--- config.mk ---
export PLATFORM = sky130hd
export DESIGN_NAME = tiny16_out_trace_flat
export DESIGN_NICKNAME = d
export VERILOG_FILES = /design/src/rtl/tiny16_trace_pkg.sv /design/src/rtl/tiny16_out_trace_if.sv /design/src/rtl/tiny16_trace_fifo.sv /design/src/rtl/tiny16_out_trace.sv /design/src/flat_wrapper.sv
export SDC_FILE = /design/constraint.sdc
export NUM_CORES = 1
export LEC_CHECK = 0
export CAP_MARGIN = 20
export CORE_MARGIN = 1
export CORE_UTILIZATION = 25
export DETAILED_ROUTE_END_ITERATION = 8
export SYNTH_ARGS = -nofsm -noshare
export SYNTH_HDL_FRONTEND = slang
export SYNTH_SLANG_ARGS = --single-unit
--- constraint.sdc ---
create_clock -name CLK -period 5 [get_ports CLK]
set_input_delay 0.5 -clock CLK [delete_from_list [all_inputs] [get_ports CLK]]
set_output_delay 0.5 -clock CLK [all_outputs]
set_load 0.02 [all_outputs]
--- src/rtl/tiny16_trace_pkg.sv ---
// Shared types for the tiny16 OUT-port trace capture: FSM states and default entry layout.
package tiny16_trace_pkg;

    localparam int unsigned TRACE_DATA_W     = 16;
    localparam int unsigned TRACE_TS_W       = 16;
    localparam int unsigned TRACE_DEPTH      = 16;
    localparam int unsigned TRACE_IDLE_LIMIT = 256;

    typedef enum logic [1:0] {
        IDLE    = 2'd0,
        CAPTURE = 2'd1,
        DONE    = 2'd2
    } trace_state_t;

    // Entry layout at the default widths; the top re-declares it with its own parameters.
    typedef struct packed {
        logic [TRACE_DATA_W-1:0] data;
        logic [TRACE_TS_W-1:0]   ts;
    } trace_entry_t;

endpackage

--- src/rtl/tiny16_out_trace_if.sv ---
// Valid/ready readout channel of the trace buffer: head value plus its timestamp.
interface tiny16_out_trace_if #(
    parameter int unsigned DATA_W = 16,
    parameter int unsigned TS_W   = 16
);
    logic              rd_valid;
    logic              rd_ready;
    logic [DATA_W-1:0] rd_data;
    logic [TS_W-1:0]   rd_ts;

    modport master (output rd_valid, output rd_data, output rd_ts, input rd_ready);
    modport slave  (input rd_valid, input rd_data, input rd_ts, output rd_ready);
endinterface

--- src/rtl/tiny16_trace_fifo.sv ---
// Circular trace buffer with registered head output and optional overwrite-on-full.
// TINY16_TRACE_OVF_CNT_EN adds the ovf_c pulse (entry dropped or overwritten).
module tiny16_trace_fifo #(
    parameter int unsigned W     = 32,
    parameter int unsigned DEPTH = 16,
    parameter int unsigned WRAP  = 0,
    parameter int unsigned CNT_W = $clog2(DEPTH) + 1
) (
    input  logic             clk,
    input  logic             rst,
    input  logic             clear,
    input  logic             we,
    input  logic [W-1:0]     wdata,
    input  logic             rd_ready,
    output logic             rd_valid,
    output logic [W-1:0]     rd_entry,
`ifdef TINY16_TRACE_OVF_CNT_EN
    output logic             ovf_c,
`endif
    output logic [CNT_W-1:0] count
);
    localparam int unsigned PTR_W   = $clog2(DEPTH);
    localparam bit          WRAP_EN = (WRAP != 0);

    logic [W-1:0]     mem [DEPTH];
    logic [PTR_W-1:0] head, tail, head_nxt, tail_nxt;
    logic [CNT_W-1:0] count_nxt;
    logic [W-1:0]     head_data_c;
    logic             pop_c, full_c, wr_c, ovw_c;

    // Pointer/count update; a pop frees a slot so a full buffer never drops on pop+write.
    always_comb begin
        pop_c     = rd_valid && rd_ready;
        full_c    = (count == CNT_W'(DEPTH));
        wr_c      = we && (!full_c || pop_c || WRAP_EN);
        ovw_c     = we && full_c && !pop_c && WRAP_EN;
        head_nxt  = head;
        tail_nxt  = tail;
        count_nxt = count;
        if (wr_c)
            tail_nxt = tail + PTR_W'(1);
        if (pop_c || ovw_c)
            head_nxt = head + PTR_W'(1);
        if (wr_c && !pop_c && !ovw_c)
            count_nxt = count + CNT_W'(1);
        else if (pop_c && !wr_c)
            count_nxt = count - CNT_W'(1);
        head_data_c = (wr_c && (tail == head_nxt)) ? wdata : mem[head_nxt];
    end

`ifdef TINY16_TRACE_OVF_CNT_EN
    assign ovf_c = we && full_c && !pop_c;
`endif

    always_ff @(posedge clk) begin
        if (wr_c)
            mem[tail] <= wdata;
    end

    // Head output register is loaded with the post-edge head entry.
    always_ff @(posedge clk) begin
        if (rst || clear) begin
            head     <= '0;
            tail     <= '0;
            count    <= '0;
            rd_valid <= 1'b0;
            rd_entry <= '0;
        end else begin
            head     <= head_nxt;
            tail     <= tail_nxt;
            count    <= count_nxt;
            rd_valid <= (count_nxt != '0);
            if (count_nxt != '0)
                rd_entry <= head_data_c;
        end
    end

endmodule

--- src/rtl/tiny16_out_trace.sv ---
// Passive capture of every tiny16 OUT change with a cycle timestamp, ended by stop or idle watchdog.
// TINY16_TRACE_OVF_CNT_EN adds the ovf_cnt output counting dropped/overwritten entries.
module tiny16_out_trace
    import tiny16_trace_pkg::*;
#(
    parameter int unsigned DATA_W     = TRACE_DATA_W,
    parameter int unsigned DEPTH      = TRACE_DEPTH,
    parameter int unsigned TS_W       = TRACE_TS_W,
    parameter int unsigned IDLE_LIMIT = TRACE_IDLE_LIMIT,
    parameter int unsigned WRAP       = 0
) (
    input  logic                     CLK,
    input  logic                     RST,
    input  logic                     start,
    input  logic                     stop,
    input  logic [DATA_W-1:0]        obs,
    output logic                     busy,
    output logic                     done,
    output logic [$clog2(DEPTH):0]   count,
`ifdef TINY16_TRACE_OVF_CNT_EN
    output logic [TS_W-1:0]          ovf_cnt,
`endif
    tiny16_out_trace_if.master       rd
);
    localparam int unsigned CNT_W   = $clog2(DEPTH) + 1;
    localparam int unsigned ENTRY_W = DATA_W + TS_W;

    typedef struct packed {
        logic [DATA_W-1:0] data;
        logic [TS_W-1:0]   ts;
    } entry_t;

    trace_state_t      state, state_nxt;
    logic [TS_W-1:0]   ts, idle;
    logic [DATA_W-1:0] prev;
    logic              first;
    logic              enter_c, in_cap_c, limit_c, we_c;
    entry_t            wentry_c, rentry;

    always_ff @(posedge CLK) begin
        if (RST)
            state <= IDLE;
        else
            state <= state_nxt;
    end

    // Next state, change detect and watchdog; the watchdog cycle never writes.
    always_comb begin
        state_nxt = state;
        enter_c   = 1'b0;
        in_cap_c  = (state == CAPTURE);
        limit_c   = in_cap_c && (idle == TS_W'(IDLE_LIMIT));
        we_c      = in_cap_c && !limit_c && (first || (obs != prev));
        wentry_c  = '{data: obs, ts: ts};
        case (state)
            IDLE, DONE: begin
                if (start) begin
                    state_nxt = CAPTURE;
                    enter_c   = 1'b1;
                end
            end
            CAPTURE: begin
                if (stop || limit_c)
                    state_nxt = DONE;
            end
            default: state_nxt = IDLE;
        endcase
    end

    always_ff @(posedge CLK) begin
        if (RST) begin
            busy  <= 1'b0;
            done  <= 1'b0;
            ts    <= '0;
            idle  <= '0;
            prev  <= '0;
            first <= 1'b0;
        end else begin
            busy <= (state_nxt == CAPTURE);
            done <= (state_nxt == DONE);
            if (enter_c) begin
                ts    <= '0;
                idle  <= '0;
                first <= 1'b1;
            end else if (in_cap_c) begin
                first <= 1'b0;
                prev  <= obs;
                if (ts != '1)
                    ts <= ts + TS_W'(1);
                idle <= we_c ? '0 : idle + TS_W'(1);
            end
        end
    end

`ifdef TINY16_TRACE_OVF_CNT_EN
    logic ovf_c;

    always_ff @(posedge CLK) begin
        if (RST || enter_c)
            ovf_cnt <= '0;
        else if (ovf_c && (ovf_cnt != '1))
            ovf_cnt <= ovf_cnt + TS_W'(1);
    end
`endif

    tiny16_trace_fifo #(
        .W     (ENTRY_W),
        .DEPTH (DEPTH),
        .WRAP  (WRAP),
        .CNT_W (CNT_W)
    ) u_fifo (
        .clk      (CLK),
        .rst      (RST),
        .clear    (enter_c),
        .we       (we_c),
        .wdata    (wentry_c),
        .rd_ready (rd.rd_ready),
        .rd_valid (rd.rd_valid),
        .rd_entry (rentry),
`ifdef TINY16_TRACE_OVF_CNT_EN
        .ovf_c    (ovf_c),
`endif
        .count    (count)
    );

    assign rd.rd_data = rentry.data;
    assign rd.rd_ts   = rentry.ts;

endmodule

--- src/flat_wrapper.sv ---
// flat-port wrapper written by rule: the top's interface ports become plain ports
module tiny16_out_trace_flat import tiny16_trace_pkg::*;
#(
    parameter int unsigned DATA_W     = TRACE_DATA_W,
    parameter int unsigned DEPTH      = TRACE_DEPTH,
    parameter int unsigned TS_W       = TRACE_TS_W,
    parameter int unsigned IDLE_LIMIT = TRACE_IDLE_LIMIT,
    parameter int unsigned WRAP       = 0
)
  (CLK, RST, start, stop, obs, busy, done, count, rd_rd_valid, rd_rd_data, rd_rd_ts, rd_rd_ready);
  tiny16_out_trace_if #(.DATA_W(DATA_W), .TS_W(TS_W)) rd_i ();
  input  logic CLK;
  input  logic RST;
  input  logic start;
  input  logic stop;
  input  logic [DATA_W-1:0] obs;
  output logic busy;
  output logic done;
  output logic [$clog2(DEPTH):0] count;
  output wire logic [$bits(rd_i.rd_valid)-1:0] rd_rd_valid;
  output wire logic [$bits(rd_i.rd_data)-1:0] rd_rd_data;
  output wire logic [$bits(rd_i.rd_ts)-1:0] rd_rd_ts;
  input wire logic [$bits(rd_i.rd_ready)-1:0] rd_rd_ready;
  assign rd_rd_valid = rd_i.rd_valid;
  assign rd_rd_data = rd_i.rd_data;
  assign rd_rd_ts = rd_i.rd_ts;
  assign rd_i.rd_ready = rd_rd_ready;
  tiny16_out_trace #(.DATA_W(DATA_W), .DEPTH(DEPTH), .TS_W(TS_W), .IDLE_LIMIT(IDLE_LIMIT), .WRAP(WRAP)) u_core (.CLK(CLK), .RST(RST), .start(start), .stop(stop), .obs(obs), .busy(busy), .done(done), .count(count), .rd(rd_i));
endmodule
**Yosys cells after proc, flatten, opt, wreduce, memory -nomap -nowiden**

Memories as Yosys holds them, arrays and structs flattened. A register that Yosys moved wholly into a read port is not among the register bits.
Cells that the tools add are included.

- Add/subtract/negate cells: 6
- Equality and inequality tests: 8
- Muxes and demuxes: 13
- Bitwise logic cells: 1
- Reductions and logical operators: 22

Operators with widths:

| kind | count |
|---|---|
| $add 16x1->16 const B | 2 |
| $eq 16x9->1 const B | 1 |
| $mux 16 | 1 |
| $ne 16x16->1 | 1 |
| $ne 16x16->1 const B | 1 |
| $mux 5 | 2 |
| $add 4x1->4 const B | 2 |
| $logic_and 1x1->1 | 7 |
| $mux 1 | 6 |
| $add 5x1->5 const B | 1 |
| $eq 5x5->1 const B | 1 |
| $reduce_bool 5->1 | 1 |
| $sub 5x1->5 const B | 1 |
| $eq 2x1->1 const B | 2 |
| $eq 2x2->1 const B | 2 |
| $logic_not 1->1 | 4 |
| $logic_or 1x1->1 | 4 |
| $mux 2 | 2 |
| $mux 4 | 1 |
| $pmux 2 s2 | 1 |
| $reduce_and 2->1 | 2 |
| $reduce_or 2->1 | 2 |
| $logic_not 2->1 | 1 |
| $reduce_bool 2->1 | 1 |
| $not 1->1 | 1 |

- Register bits after elaboration: 67
- Memory bits (writable): 512
- Bits of input ports: 21
- Word-level logic and storage cells: 62
- Memories kept: 1

Memory list:

| memory | words | bits a word | read ports | clocked after Yosys merged registers in | wr ports | RTL line | text |
|---|---|---|---|---|---|---|---|
| u_core.u_fifo.mem | 16 | 32 | 1 | 1 | 1 | tiny16_trace_fifo.sv:25 | `logic [W-1:0] mem [DEPTH];` |

**Depth between registers and ports, before layout**

Gate-level depths: netlist of run 1.

- Depth after elaboration: 11
- Depth in mapped cells: 12
- Mapped depth without buffers: 10

**Modules after synthesis**

A second synthesis of run 1 with hierarchy kept.

- Cell total of the unflattened synthesis: 1942
- Area total of the unflattened synthesis: 27272.4 um^2

Modules (own cells, without submodules):

| module | times used | cells each | area an instance (um^2) |
|---|---|---|---|
| tiny16_trace_fifo | 1 | 1648 | 24808.8 |
| tiny16_out_trace | 1 | 294 | 2463.6 |

**Worst setup path after synthesis of run 1**

OpenSTA, ideal clock, no wires.

- Kind: register to register
- Start point: register u_core.idle[0]
- End point: memory u_core.u_fifo.mem[3][0] (enable)
- Library setup time: 461 ps
- Data arrival time: 4019 ps
- Data required time: 4539 ps
- Setup slack: 520 ps
- Stages on the path, launching flop included: 10
- Buffers on the path: 1
- Clock period less this slack: 4480 ps
- Cell sequence: dfxtp_1 > inv_1 > ha_1 > nor4b_2 > a41oi_2 > a21bo_4 > buf_6 > a21oi_2 > nand2_1 > nor3_1

- Word-level cells in the longest chain between the ends: 8

RTL lines:

| element | RTL line | text |
|---|---|---|
| start: declaration | tiny16_out_trace.sv:34 | `logic [TS_W-1:0] ts, idle;` |
| start signal: assignment | tiny16_out_trace.sv:90 | `idle <= we_c ? '0 : idle + TS_W'(1);` |
| $eq 16x9->1 | tiny16_out_trace.sv:52 | `limit_c = in_cap_c && (idle == TS_W'(IDLE_LIMIT));` |
| $logic_and 1x1->1 | tiny16_out_trace.sv:52 |  |
| $logic_not 1->1 | tiny16_out_trace.sv:53 | `we_c = in_cap_c && !limit_c && (first \|\| (obs != prev));` |
| $logic_and 1x1->1 (2 in a row) | tiny16_out_trace.sv:53 |  |
| $logic_and 1x1->1 | tiny16_trace_fifo.sv:35 | `wr_c = we && (!full_c \|\| pop_c \|\| WRAP_EN);` |
| $mux 1 | tiny16_trace_fifo.sv:56 | `if (wr_c)` |
| $mux 1 (not written as such) | tiny16_trace_fifo.sv:57 | `mem[tail] <= wdata;` |
| end: declaration | tiny16_trace_fifo.sv:25 |  |

Every way passes these cells.

**Worst setup path in the final report of run 1**

- Start point: register u_core.idle[0]
- End point: memory u_core.u_fifo.mem[5][29] (enable)

The elaborated chain is that of the path after synthesis.

==> results of run 1 <==
==> worst paths after layout <==
| kind | depth (start not counted) | slack (ns) | endpoint |
|---|---|---|---|
| worst max-delay path | 9 | 1.62 | u_core.u_fifo.mem[5][29] |
| worst min-delay path | 2 | 0.47 | u_core.prev[4] |
| worst max register to register | 9 | 1.62 | u_core.u_fifo.mem[5][29] |
| worst min register to register | 2 | 0.47 | u_core.prev[4] |
==> power groups by stage <==
stage               sequential (W)  clock [W]  combinational [W]
finish                     0.00562    0.00450            0.00107
detailed placement         0.00573          0            0.00107
floorplan                  0.00575          0           0.000639
CTS                        0.00562    0.00459            0.00107
global placement           0.00573          0            0.00106
global route               0.00563    0.00477            0.00116
==> state kept, by name (all words and copies together), names as in the netlist <==
register,cells
u_core.u_fifo.head,4
u_core.idle,16
u_core.u_fifo.tail,4
u_core.u_fifo.count,5
u_core.done,1
u_core.prev,16
u_core.busy,1
u_core.u_fifo.rd_valid,1
u_core.first,1
u_core.u_fifo.rd_entry,32
u_core.u_fifo.mem,512
u_core.state,2
u_core.ts,16
==> cell usage after synthesis, types with 20 or more instances <==
cell	number	area [um^2]
nand3_1	20	100
xnor2_1	26	228
nand2_1	351	1320
edfxtp_1	512	15400
a31oi_1	129	807
dfxtp_1	99	1980
xor2_1	24	210
mux2i_1	37	370
buf_2	24	120
a211oi_1	129	968
and3_1	135	845
a21oi_1	26	130
nor2_1	97	364
a22oi_1	64	480
clkbuf_1	103	387
a311o_1	32	320
==> per-layer routing <==
metal / vias to the layer above / global-route usage [%] / share of wire (%)
met2: 510 / 20.7 / 46
met1: 8015 / 17.8 / 45
met3: 107 / 2.64 / 6.7
met5: - / 0 / 0.015
met4: 2 / 3.13 / 1.9
li1: 7342 / - / -
==> kinds of logic (layout without fill, tap and decap cells) <==
family / Yosys count / count (layout) / synth area share [%]
xor+xnor: 51 / 51 / 1.82
fa+ha+maj: 11 / 11 / 0.553
flops: 611 / 611 / 69.7
mux: 39 / 39 / 1.62
simple gates: 656 / 656 / 12.1
buf+inv: 153 / 239 / 2.73
compound gates: 399 / 399 / 11.5
==> tightest hold or removal path, delay by kind of cell (launching register included) <==
kind | cells | cell delay [ns]
compound gates | 1 | 0.05
simple gates | 1 | 0.05
flops | 1 | 0.32
==> stage by stage <==
stage / hold WS (ns) / area (um^2) / std cells
final: 0.467 / 29200 / 3293
after floorplan: 0.443 / 24900 / 1920
after global routing: 0.490 / 29200 / 3293
after detailed placement: 0.461 / 27200 / 3180
after CTS: 0.469 / 29200 / 3292
after global placement: 0.455 / 27200 / 3180
==> final cells by class <==
type	instances	area, um^2	area share, %
clock buffers	71	1580	5.41
clock inverters	41	387	1.32
inverters	8	30.0	0.103
multi-input cells	1156	7030	24.0
flip-flops and latches	611	17400	59.4
well taps	1287	1610	5.51
repair buffers	119	1240	4.24
==> summary.txt, run 1 <==
status: finished, final reports clean
CORE AREA: 98600 um^2
io pins: 61
max-cap violation count: 0
post-route minimum period: 3.38 ns
die area: 101000 um^2
worst slew pin tran: 1.11 ns
GR Util All Layers: 12.9%
CP max stage delay: 0.63 ns
TritonRoute pass-1 iters: 5
Post-synth EDFFs: 512
Logic pwr share: 9.5%
initial antenna violation count: 1
RePlAce Congestion: 0.730
power density over the cells: 383 nW/um^2
Reg power frac: 50.2%
Ant. Diodes: 0
DP Wirelength: 34300 um
maximum clock path buffer count: 3
Worst Setup Path Type: reg2reg
RSZ-0062 raised after global routing: no
layout cells sized above 1: 9.57%
die span in x: 318 um
DRT Wirelength: 67000 um
Syn Nets: 1952
most frequent cells in the layout: edfxtp_1 (512), nand2_1 (350), and3_1 (135)
first-pass GRT wire length: 99900 um
IO buf count: 60
commonest non-fill, non-tap cell in the layout: edfxtp_1
die height: 318 um
Sw Pwr: 0.00264 W
Power, Total: 0.0112 W
Final Worst Setup Slack: 1.62 ns
Clk pwr share: 40.3%
clock sinks: 611
top cell family by delay on the critical path: simple AND/OR/NAND/NOR gates
CTS tree: yes
Cell Chain, Critical Path: inv_1, ha_1, nor4b_2, a41oi_2, a21bo_4, a21oi_2, nand2_1, nor2_4, buf_12
Post-CTS Resized: 0
Syn Area/Cell: 13.0 um^2
Warnings, synthesis: 0
cell internal pwr: 0.00855 W
distinct cell type count after synthesis: 51
Area growth, synth to finish: 17.4%
WL/cell: 20.3 um
CP required: 5.31 ns
fill count: 9715
drt drc: 0
Layout Nets: 1987
Root Driver: clkbuf_16
Top FF cell, synth: edfxtp_1
Via Count: 16.0k
CP endpoint kind: flip-flop
switch share: 23.6%
fin util: 29.7%
H-tree levels: 2
vias in the first global route: 15.5k
CTS Hold Bufs: 0
Final Hold Vio Count: 0
Setup Buffers After CTS: 0
Avg Vias per Cell: 4.85
critical hold path startpoint: u_core.prev[4]
r2r startpoint: u_core.idle[0]
Clk Latency, worst-skew pair: 0.63 ns
slew margin rel.: 25.8%
Critical Path Source Type: flip-flop
Syn Inst Count: 1920
largest net degree at the start of global routing: 168
slowest CP cell: nor2_4
Yosys reg bits: 611
Seq/Total Area, Yosys: 69.7%
critical path fanouts, max: 19
crit path from: u_core.idle[0]
number of DRC markers in iteration 0: 1478
Max Slew Vio Count: 0
fmax: 296 MHz
dpl ws: 1.12 ns
initial core utilization: 25.3%
Post-Synthesis Cell Area: 24900 um^2
static leakage: 9.46 nW
row cnt: 115
Final TNS setup: 0 ns
cts bufs inserted: 59
FFs w/ async S/R, synth: 0%
crit share post-route: 67.5%
crit path DAT: 3.68 ns
Hold WC Path Type: reg2reg
Post-DRT Antenna Nets: 0
Overflow after GRT: 0
Clock Skew: 0.0230 ns
CP Buf/Inv Count: 2
# setup viols final: 0
clock transition at the registers of the reported paths: 0.06 ns
worst vdd ir: 277 uV
Note: power is estimated with default switching activity, not from simulation.
==> inputs of run 2 (changes only) <==
==> constraint.sdc (replaced) <==
create_clock -name CLK -period 2.9 [get_ports CLK]
set_input_delay 0.29 -clock CLK [delete_from_list [all_inputs] [get_ports CLK]]
set_output_delay 0.29 -clock CLK [all_outputs]
set_load 0.02 [all_outputs]
==> run 2 against run 1 <==
  * Critical path depth up 2
  * Wire length up 3.2%
  * Maximum frequency up 20%
  * Largest cell class unchanged
  * Critical path type unchanged
  * Register-to-register slack worse by 1.5 ns
  * Via count up 2.9%
  * Sequential share of layout area down 3.3 points
  * Non-clock buffer count up 133
  * Design area up 6.0%
  * Critical endpoint is now u_core.u_fifo.mem[4][22]
  * Global-route usage up 0.54 points
  * Die area unchanged
==> summary.txt, run 2 (same netlist as run 1, synthesis figures left out) <==
maximum clock path buffer count: 3 (unchanged)
Overflow after GRT: 0 (unchanged)
fin util: 31.4% (+1.8 points)
Avg Vias per Cell: 4.80 (-1.0%)
slew margin rel.: 60.5% (+35 points)
top flop regs: u_core.u_fifo.mem (512), u_core.u_fifo.rd_entry (32)
largest net degree at the start of global routing: 71 (-58%)
most used cell, CP: buf_12
CP required: 3.22 ns (-2.09 ns)
row cnt: 115 (unchanged)
number of DRC markers in iteration 0: 1404 (-5.0%)
GR Util All Layers: 13.5% (+0.54 points)
Via Count: 16.4k (+2.9%)
worst vdd ir: 437 uV (+58%)
Placed Area: 29100 um^2 (+6.7%)
static leakage: 10.3 nW (+8.9%)
slowest CP cell: dfxtp_2
fmax: 355 MHz (+20%)
CTS tree: yes
die span in x: 318 um (unchanged)
Post-DRT Antenna Nets: 0 (unchanged)
drt drc: 0 (unchanged)
Critical Path Source Type: flip-flop
crit share post-route: 97.1% (+30 points)
CP max stage delay: 0.36 ns (-0.27 ns)
DP Wirelength: 43400 um (+27%)
commonest non-fill, non-tap cell in the layout: edfxtp_1
worst slew pin tran: 0.592 ns (-0.522 ns)
Most flops, register: u_core.u_fifo.mem
dpl ws: -0.492 ns (-1.61 ns)
vias in the first global route: 16.3k (+5.0%)
die height: 318 um (unchanged)
placed instance count: 3308 (+4.0%)
io pins: 61 (unchanged)
cts bufs inserted: 58 (-1.7%)
design area: 31000 um^2 (+6.0%)
Ant. Diodes: 0 (unchanged)
crit path DAT: 3.13 ns (-0.55 ns)
Layout Nets: 2119 (+6.6%)
IO buf count: 60 (unchanged)
max FFs per register: 512 (unchanged)
Reg2Reg Depth: 11 (+2)
worst hold path depth: 4 (+2)
CTS Hold Bufs: 0 (unchanged)
critical path fanouts, max: 10 (-9)
RePlAce Congestion: 0.776 (+6.3%)
WL/cell: 20.2 um (-0.70%)
DRT Wirelength: 69200 um (+3.2%)
status: finished, final reports clean
Hold Slack: 0.359 ns (-0.108 ns)
H-tree levels: 2 (unchanged)
Hold WC Path Type: in2reg
initial antenna violation count: 2 (+1)
post-route minimum period: 2.81 ns (-0.561 ns)
CORE AREA: 98600 um^2 (unchanged)
clock sinks: 611 (unchanged)
initial core utilization: 25.3% (unchanged)
max-cap violation count: 0 (unchanged)
power density over the cells: 619 nW/um^2 (+62%)
layout cells sized above 1: 15.1% (+5.6 points)
RSZ-0062 raised after global routing: no
Final Worst Setup Slack: 0.0853 ns (-1.54 ns)
Final Hold Vio Count: 0 (unchanged)
Worst Setup Path Type: reg2reg
Clk Latency, worst-skew pair: 0.64 ns (about the same)
Clock Skew: 0.0292 ns (+0.00629 ns)
Max Slew Vio Count: 0 (unchanged)
clock transition at the registers of the reported paths: 0.06 ns (about the same)
TritonRoute pass-1 iters: 5 (unchanged)
Post-Layout Cell Count: 3423 (+3.9%)
first-pass GRT wire length: 105000 um (+5.0%)
most frequent cells in the layout: edfxtp_1 (512), nand2_1 (348), and3_1 (135)
# setup viols final: 0 (unchanged)
fill count: 9684 (-0.32%)
Cell Chain, Critical Path: inv_2, ha_1, nor4b_4, a41oi_2, a21bo_4, buf_4, a21oi_4, nand2_2, buf_12, nor2_4, buf_12
die area: 101000 um^2 (unchanged)
Post-CTS Resized: 0 (unchanged)
Root Driver: clkbuf_16
Area growth, synth to finish: 24.4%
CP endpoint kind: flip-flop
[run 2: cell types whose count changed in the layout (fill, tap and decap cells not counted), moves of 5 or more]
cell,delta
bufinv_16,-5
buf_4,+67
clkbuf_1,+8
buf_12,+67
[run 2: critical path: cells and delay by family, from the launching register on]
family | cells | cell delay (ns)
fa+ha+maj | 1 | 0.18
compound gates | 3 | 0.76
flops | 1 | 0.36
buf+inv | 4 | 0.58
simple gates | 3 | 0.62
[run 2: power by group]
| group | internal, W | switching [W] |
|---|---|---|
| registers | 0.00957 | 0.0000865 |
| logic | 0.000927 | 0.00127 |
| clock network | 0.00399 | 0.00332 |
[run 2: what timing repair did]
action	CTS	global route
buffers inserted	6	0
endpoints found under the setup margin	49	9
pin swaps	3	1
[run 2: final timing paths]
kind	from	end	slack (ns)
hold reg to reg	u_core.u_fifo.rd_entry[14]	u_core.u_fifo.rd_entry[14]	0.46
setup reg to reg	u_core.idle[0]	u_core.u_fifo.mem[4][22]	0.09
hold / removal	start	u_core.state[1]	0.36
setup / recovery	u_core.idle[0]	u_core.u_fifo.mem[4][22]	0.09
[run 2: metrics by stage]
stage                     total power, W  TNS (ns)
after global routing              0.0198         0
after CTS                         0.0193         0
after floorplan                   0.0110    -22.38
after detailed placement          0.0120   -141.51
after global placement            0.0120   -145.25
final                             0.0192         0
[run 2: metal layers]
metal / up-vias / global-route usage, % / part of all wire, %
li1: 7606 / - / -
met1: 8304 / 18.3 / 45
met4: 2 / 3.16 / 1.7
met5: - / 0 / 0.016
met2: 441 / 22.5 / 48
met3: 81 / 2.07 / 5.4
[run 2: cell type report]
cell class | instances | area [um^2] | share of cell area, %
clock buffers | 78 | 1560 | 5.05
clock inverters | 31 | 265 | 0.856
inverters | 8 | 30.0 | 0.0969
multi-input cells | 1156 | 7080 | 22.9
flip-flops and latches | 611 | 17400 | 56.0
well taps | 1287 | 1610 | 5.20
repair buffers | 252 | 3070 | 9.90
